$ cat src/rtl/y86_pkg.sv
// Shared Y86-64 encodings (icodes, status codes, register none) and the
// run-state type used by the pipeline control unit.
package y86_pkg;

  localparam logic [3:0] IHALT   = 4'h0;
  localparam logic [3:0] IMRMOVQ = 4'h5;
  localparam logic [3:0] IOPQ    = 4'h6;
  localparam logic [3:0] IJXX    = 4'h7;
  localparam logic [3:0] IRET    = 4'h9;
  localparam logic [3:0] IPOPQ   = 4'hB;

  localparam logic [3:0] SAOK = 4'h1;
  localparam logic [3:0] SHLT = 4'h2;
  localparam logic [3:0] SADR = 4'h3;
  localparam logic [3:0] SINS = 4'h4;

  localparam logic [3:0] RNONE = 4'hF;

  typedef enum logic [1:0] {
    ST_IDLE   = 2'd0,
    ST_RUN    = 2'd1,
    ST_HALTED = 2'd2
  } run_state_t;

  // Any status that stops the machine: halt, bad address or bad instruction.
  function automatic logic is_exc(input logic [3:0] stat);
    return (stat == SHLT) || (stat == SADR) || (stat == SINS);
  endfunction

endpackage

$ cat src/rtl/pipe_hazard_detect.sv
// Combinational hazard detection for the five-stage Y86-64 pipeline:
// load/use, mispredicted jump and return-in-flight.
module pipe_hazard_detect
  import y86_pkg::*;
(
  input  logic [3:0] D_icode,
  input  logic [3:0] E_icode,
  input  logic [3:0] M_icode,
  input  logic [3:0] d_srcA,
  input  logic [3:0] d_srcB,
  input  logic [3:0] E_dstM,
  input  logic       e_Cnd,
  output logic       loaduse,
  output logic       mispred,
  output logic       ret
);

  logic e_is_load;

  assign e_is_load = (E_icode == IMRMOVQ) || (E_icode == IPOPQ);

  // RNONE never creates a dependency, even if a source is also RNONE.
  assign loaduse = e_is_load && (E_dstM != RNONE) &&
                   ((E_dstM == d_srcA) || (E_dstM == d_srcB));

  assign mispred = (E_icode == IJXX) && !e_Cnd;

  assign ret = (D_icode == IRET) || (E_icode == IRET) || (M_icode == IRET);

endmodule

$ cat src/rtl/pipe_control.sv
// Y86-64 pipeline control: stall/bubble/set_cc generation plus IDLE/RUN/HALTED
// run-state machine. Optional performance counters under PIPE_CTRL_PERF_EN.
module pipe_control
  import y86_pkg::*;
#(
  parameter int CNT_W = 32
) (
  input  logic             clk,
  input  logic             rst,
  input  logic             start,
  input  logic [3:0]       D_icode,
  input  logic [3:0]       d_srcA,
  input  logic [3:0]       d_srcB,
  input  logic [3:0]       E_icode,
  input  logic [3:0]       E_dstM,
  input  logic             e_Cnd,
  input  logic [3:0]       M_icode,
  input  logic [3:0]       m_stat,
  input  logic [3:0]       W_stat,
  output logic             F_stall,
  output logic             D_stall,
  output logic             W_stall,
  output logic             D_bubble,
  output logic             E_bubble,
  output logic             M_bubble,
  output logic             set_cc,
  output logic [3:0]       cpu_stat,
  output logic             halted,
  output logic [CNT_W-1:0] cyc_cnt,
  output logic [CNT_W-1:0] lu_cnt,
  output logic [CNT_W-1:0] mp_cnt,
  output logic [CNT_W-1:0] ret_cnt
);

  logic       loaduse, mispred, ret;
  logic       m_exc, w_exc;
  run_state_t state_q, state_nxt;
  logic [3:0] stat_q, stat_nxt;

  pipe_hazard_detect u_hazard (
    .D_icode (D_icode),
    .E_icode (E_icode),
    .M_icode (M_icode),
    .d_srcA  (d_srcA),
    .d_srcB  (d_srcB),
    .E_dstM  (E_dstM),
    .e_Cnd   (e_Cnd),
    .loaduse (loaduse),
    .mispred (mispred),
    .ret     (ret)
  );

  assign m_exc = is_exc(m_stat);
  assign w_exc = is_exc(W_stat);

  always_ff @(posedge clk) begin
    if (rst) begin
      state_q <= ST_IDLE;
      stat_q  <= SAOK;
    end else begin
      state_q <= state_nxt;
      stat_q  <= stat_nxt;
    end
  end

  always_comb begin
    state_nxt = state_q;
    stat_nxt  = stat_q;
    F_stall   = 1'b0;
    D_stall   = 1'b0;
    W_stall   = 1'b0;
    D_bubble  = 1'b0;
    E_bubble  = 1'b0;
    M_bubble  = 1'b0;
    set_cc    = 1'b0;
    unique case (state_q)
      ST_IDLE: begin
        // Flush the pipeline with nops until the processor is started.
        F_stall  = 1'b1;
        D_bubble = 1'b1;
        E_bubble = 1'b1;
        M_bubble = 1'b1;
        if (start) state_nxt = ST_RUN;
      end
      ST_RUN: begin
        F_stall  = loaduse || ret;
        D_stall  = loaduse;
        // Load/use takes priority on D so it is never stalled and bubbled together.
        D_bubble = mispred || (ret && !loaduse);
        E_bubble = mispred || loaduse;
        M_bubble = m_exc || w_exc;
        W_stall  = w_exc;
        set_cc   = (E_icode == IOPQ) && !m_exc && !w_exc;
        if (w_exc) begin
          state_nxt = ST_HALTED;
          stat_nxt  = W_stat;
        end
      end
      ST_HALTED: begin
        F_stall  = 1'b1;
        W_stall  = 1'b1;
        D_bubble = 1'b1;
        E_bubble = 1'b1;
        M_bubble = 1'b1;
      end
      default: state_nxt = ST_IDLE;
    endcase
  end

  assign halted   = (state_q == ST_HALTED);
  assign cpu_stat = halted ? stat_q : SAOK;

`ifdef PIPE_CTRL_PERF_EN
  logic [CNT_W-1:0] cyc_q, lu_q, mp_q, ret_q;

  // Saturating increment: counters stick at all-ones instead of wrapping.
  function automatic logic [CNT_W-1:0] sat_inc(input logic [CNT_W-1:0] v,
                                               input logic en);
    if (en && !(&v)) return v + CNT_W'(1);
    return v;
  endfunction

  always_ff @(posedge clk) begin
    if (rst) begin
      cyc_q <= '0;
      lu_q  <= '0;
      mp_q  <= '0;
      ret_q <= '0;
    end else if (state_q == ST_RUN) begin
      cyc_q <= sat_inc(cyc_q, 1'b1);
      lu_q  <= sat_inc(lu_q, loaduse);
      mp_q  <= sat_inc(mp_q, mispred);
      ret_q <= sat_inc(ret_q, ret && !loaduse);
    end
  end

  assign cyc_cnt = cyc_q;
  assign lu_cnt  = lu_q;
  assign mp_cnt  = mp_q;
  assign ret_cnt = ret_q;
`else
  assign cyc_cnt = '0;
  assign lu_cnt  = '0;
  assign mp_cnt  = '0;
  assign ret_cnt = '0;
`endif

endmodule

$ cat config.mk
export PLATFORM = sky130hd
export DESIGN_NAME = pipe_control
export DESIGN_NICKNAME = d
export VERILOG_FILES = /design/src/rtl/y86_pkg.sv /design/src/rtl/pipe_hazard_detect.sv /design/src/rtl/pipe_control.sv
export SDC_FILE = /design/constraint.sdc
export NUM_CORES = 1
export LEC_CHECK = 0
export ABC_AREA = 1
export ABC_CLOCK_PERIOD_IN_PS = 3500
export BUFFER_PORTS_ARGS = -buffer_cell sky130_fd_sc_hd__buf_2
export CAP_MARGIN = 30
export CORE_ASPECT_RATIO = 1.1
export CORE_MARGIN = 2
export CORE_UTILIZATION = 38
export DETAILED_ROUTE_END_ITERATION = 16
export GPL_TIMING_DRIVEN = 0
export PLACE_DENSITY = 0.87
export SLEW_MARGIN = 20
export SYNTH_ARGS = -nofsm -noshare
export SYNTH_HDL_FRONTEND = slang
export SYNTH_SLANG_ARGS = --single-unit
$ cat constraint.sdc
create_clock -name clk -period 3.5 [get_ports clk]
set_input_delay 0 -clock clk [delete_from_list [all_inputs] [get_ports clk]]
set_output_delay 0 -clock clk [all_outputs]
set_load 0.01 [all_outputs]
# Yosys cells after proc, flatten, opt, wreduce, memory -nomap -nowiden
# Index checks and enable logic that the tools add are counted.
[op_classes]
shifts = 0
eq_ne = 20
n_lt_le_gt_ge = 0
n_addsub = 0
bitwise_logic = 1
reduce_logical = 26
div_mod_pow = 0
muxes = 11
mul = 0
[op_table]
columns = ["operator", "n"]
rows = [
  ["$eq A4 B3 Y1 const B", 5],
  ["$eq A4 B2 Y1 const B", 4],
  ["$eq A4 B4 Y1 const B", 4],
  ["$logic_or A1 B1 Y1", 12],
  ["$pmux W1 S2", 5],
  ["$eq A4 B4 Y1", 2],
  ["$logic_and A1 B1 Y1", 6],
  ["$pmux W2 S3", 1],
  ["$logic_not A1 Y1", 4],
  ["$mux W2", 2],
  ["$mux W4", 1],
  ["$ne A2 B2 Y1 const B", 2],
  ["$ne A4 B4 Y1 const B", 1],
  ["$reduce_and A3 Y1", 1],
  ["$eq A2 B1 Y1 const B", 1],
  ["$eq A2 B2 Y1 const B", 1],
  ["$logic_not A2 Y1", 1],
  ["$mux W1", 2],
  ["$reduce_and A2 Y1", 1],
  ["$reduce_or A2 Y1", 1],
  ["$not A1 Y1", 1],
]
[word_totals]
inputBits = 36
output_inout_bits = 140
ff_bits = 6
rom_bits = 0
latchBits = 0
ram_bits = 0
wordCells = 60
memories = 0

# Depth between registers and ports, before layout
[depth]
word_depth = 8
depth_mapped = 9
mapped_depth_nobuf = 9

# Hierarchy
# Synthesis repeated with hierarchy kept, for this count alone.
[unflattened]
hier_cells = 265
area_unflattened_um2 = 1682.9
[by_module_without_submodules]
columns = ["module", "seq_area_each_um2", "n_inst", "cells_per_inst", "area_per_inst_um2"]
rows = [
  ["pipe_control", 120.1, 1, 206, 1440.1],
  ["pipe_hazard_detect", 0.0, 1, 59, 242.7],
]

# Least setup slack after synthesis
# OpenSTA, ideal clock, no wires.
[synth_timing]
path_type = "reg2reg"
startpoint = "register state_q[0]"
endpoint = "register state_q[0]"
required_ps = 3381
t_arrival_ps = 1139
path_stages_with_launch = 7
synth_period_minus_slack_ps = 1258
n_path_buf = 0
slack_ps = 2242
setup_time_ps = 119
path_cell_list = "dfxtp_1 inv_1 ha_1 a21oi_1 nand2_1 o21ai_0 a21oi_1"
[synth_via]
elab_chain_cells = 3
elab_cells_between_ends = 8
classes_between = "eq/ne (4); mux (1); bitwise (1); reduce/logical (2)"
[synth_lines]
columns = ["item", "line", "text"]
rows = [
  ["start, declared", "pipe_control.sv:37", "run_state_t state_q, state_nxt;"],
  ["start signal, assigned", "pipe_control.sv:61", "state_q <= state_nxt;"],
  ["$eq A2 B2 Y1 (*)", "--", ""],
  ["via halted", "pipe_control.sv:28", "output logic halted,"],
  ["$not A1 Y1 (no source line)", "--", ""],
  ["$reduce_and A3 Y1 (no source line)", "--", ""],
]
# The timed path passes the listed nets; every way through them passes the cells marked *.
# A chain may end at the register's enable or synchronous reset.

# Worst setup path in the final report
[layout_timing]
startpoint = "register state_q[1]"
endpoint = "output D_bubble"
[layout_via]
elab_chain_cells = 3
elab_cells_between_ends = 5
classes_between = "eq/ne (2); mux (1); reduce/logical (2)"
[layout_lines]
columns = ["item", "line", "text"]
rows = [
  ["$eq A2 B2 Y1 / $logic_not A2 Y1 (equally long branches)", "pipe_control.sv:76", "unique case (state_q)"],
  ["$reduce_or A2 Y1 (no source line)", "--", ""],
  ["$pmux W1 S2 (*)", "pipe_control.sv:76", ""],
  ["end, declared", "pipe_control.sv:23", "output logic D_bubble,"],
]
# Every way passes the cells marked *; elsewhere a longest branch is shown, timed or not.

==> metrics.yaml <==
outcome: "finished, final reports clean"
final_hold_viol_count: 0
rrSetupSlack_ns: 2.12
wire_per_inst_microns: 7.40
timing.clock.skew_ns: 0.000427
slew_violations: 0
yosysSeqAreaShare_pct: 7.29
cap_violations: 0
ys_ff_latch: 6
power.density_nw_per_um2: 190
layout_min_cycle_time_ns: 1.56
critPathKind: "register to output port"
dp_hpwl_microns: 3370
areaGrowthSynthToFinish_pct: 50.4
cts_setup_buffers: 0
io_buffer_count: 47
clkSinkCount: 6
grt_max_degree: 9
fin_util_pct: 58.7
layout-drive-gt1-share_pct: 42.3
via_count: 1582
critPathMaxFanout: 7
preCtsSetupSlack_ns: 2.14
final_nets: 477
setup_ws_ns: 1.94
finalSetupTns_ns: 0
leakagePower_nw: 1.78
grt-ovfl-total: 0
grt_pass1_wl_microns: 4910
route.detailed.drc: 0
startpoint_type: "register"
antenna_cells: 0
max-vdd-ir-drop_mv: 0.224
hold_ws_ns: 0.0366
drt-vias-per-instance: 3.24
syn_area_sq_um: 1650
arrival_ns: 1.56
core_sq_um: 4220
cts_tree: "yes"
grt_pass1_vias: 1200
routed_wl_microns: 3620
cts_max_level: 1
ios: 176
cts_max_path_buffers: 2
avgSynthCellArea_sq_um: 6.41
clock_latency_ns: 0.22
ys_warn_count: 0
final_cell_mix: "128 x buf_4, 128 x conb_1, 47 x buf_2"
dr.pass1.iters: 4
cts_root_buf: "clkbuf_8"
antenna_found_initial: 0
place_congestion: 0.775
synthesis.instances: 257
worstSetupEndpointType: "output port"
grtUsageMet1_pct: 11.5
die_w_microns: 66.8
grtUsageMet2_pct: 25.3
rows: 25
worstHoldPathType: "primary input to register"
setup_viol: 0
track_usage_pct: 12.5
dieArea_sq_um: 4880
drtAntennaViolNets: 0
clk_pin_slew_worst_paths_ns: 0.03
grtUsageMet3_pct: 4.01
start_util_pct: 39.0
drt_iter0_drc: 21
cp.required_ns: 3.50
die_h_microns: 73.1
fin_crit_sh_pct: 44.6
rsz0062_at_grt: "no"
numCtsBuffers: 3
fmax_ghz: 0.640
grt.busiest_layer: "met2"
n_fill_cell: 431
synthDistinctLibCells: 22
==> layout make-up <==
cell class	instances	area [sq um]	area share, %
timing repair buffer	48	245	9.89
inverter	31	116	4.69
multi-input combinational	219	927	37.4
sequential	6	120	4.85
tap	54	67.6	2.73
clock buffer	3	41.3	1.67
buffer	128	961	38.8
==> sequential cells by signal, indices dropped and copies added (netlist names) <==
| signal | count |
|---|---|
| stat_q | 4 |
| state_q | 2 |
==> synth_stat cells <==
library cell  number  share of area, %
buf_4            128                58
nand4_1            3               1.1
nor4_1             1              0.38
dfxtp_1            6               7.3
o21bai_1           1              0.46
conb_1             1              0.23
o21a_1             1              0.46
nand3_2            1              0.61
nor3_1             1              0.30
nor2_1            10               2.3
o21ai_0            1              0.30
o211ai_1           1              0.46
nand2_1           46                10
o21bai_2           1              0.68
inv_1             29               6.6
o211a_1            1              0.61
inv_2              2              0.46
a21oi_1           11               3.3
nand3_1            6               1.8
nand2_2            1              0.38
ha_1               4               3.0
nor2_2             1              0.38
==> repair_timing <==
action                                 in CTS  in global routing
resized for setup                           0                  0
endpoints found under the hold margin       2                  0
hold buffers                                1                  0
==> report_power, final <==
group | switching (mW) | total, mW | internal [mW]
registers | 0.00369 | 0.0778 | 0.0742
clock network | 0.0267 | 0.100 | 0.0736
logic | 0.149 | 0.293 | 0.144
==> routing by layer <==
metal	vias to the layer above	part of all wire, %
met5	-	0
met2	97	52
met3	6	16
met4	0	1.0
li1	879	-
met1	600	31
==> worst max-delay path: stages (launching register included) <==
cell     delay (ns)
dfxtp_1        0.32
inv_1          0.09
ha_1           0.28
nand2_1        0.11
nor3_1         0.16
nor2_1         0.08
a21oi_1        0.15
buf_2          0.15
==> path summary, 6_finish.rpt <==
| kind | startpoint | to | cells past startpoint |
|---|---|---|---|
| hold / removal | W_stat[0] | stat_q[0] | 3 |
| setup reg to reg | state_q[0] | state_q[0] | 6 |
| hold reg to reg | stat_q[3] | stat_q[3] | 2 |
| setup / recovery | state_q[1] | D_bubble | 7 |
==> metrics by stage <==
step                power, mW  cell area (sq um)  std cells
finish                  0.471               2480        489
detailed placement      0.362               2430        485
global route            0.513               2480        489
floorplan               0.314               2120        384
CTS                     0.466               2480        489
global placement        0.359               2430        485
==> cells by family (layout without fill, tap and decap cells) <==
| group | after synthesis | in the layout | share of synthesized area (%) |
|---|---|---|---|
| AOI/OAI and AO/OA | 17 | 17 | 6.30 |
| other | 1 | 128 | 0.228 |
| and+or+nand+nor | 70 | 70 | 17.8 |
| adders and majority gates | 4 | 4 | 3.04 |
| buffers and inverters | 159 | 210 | 65.4 |
| DFF | 6 | 6 | 7.29 |
Power figures use the tool's default switching activity.
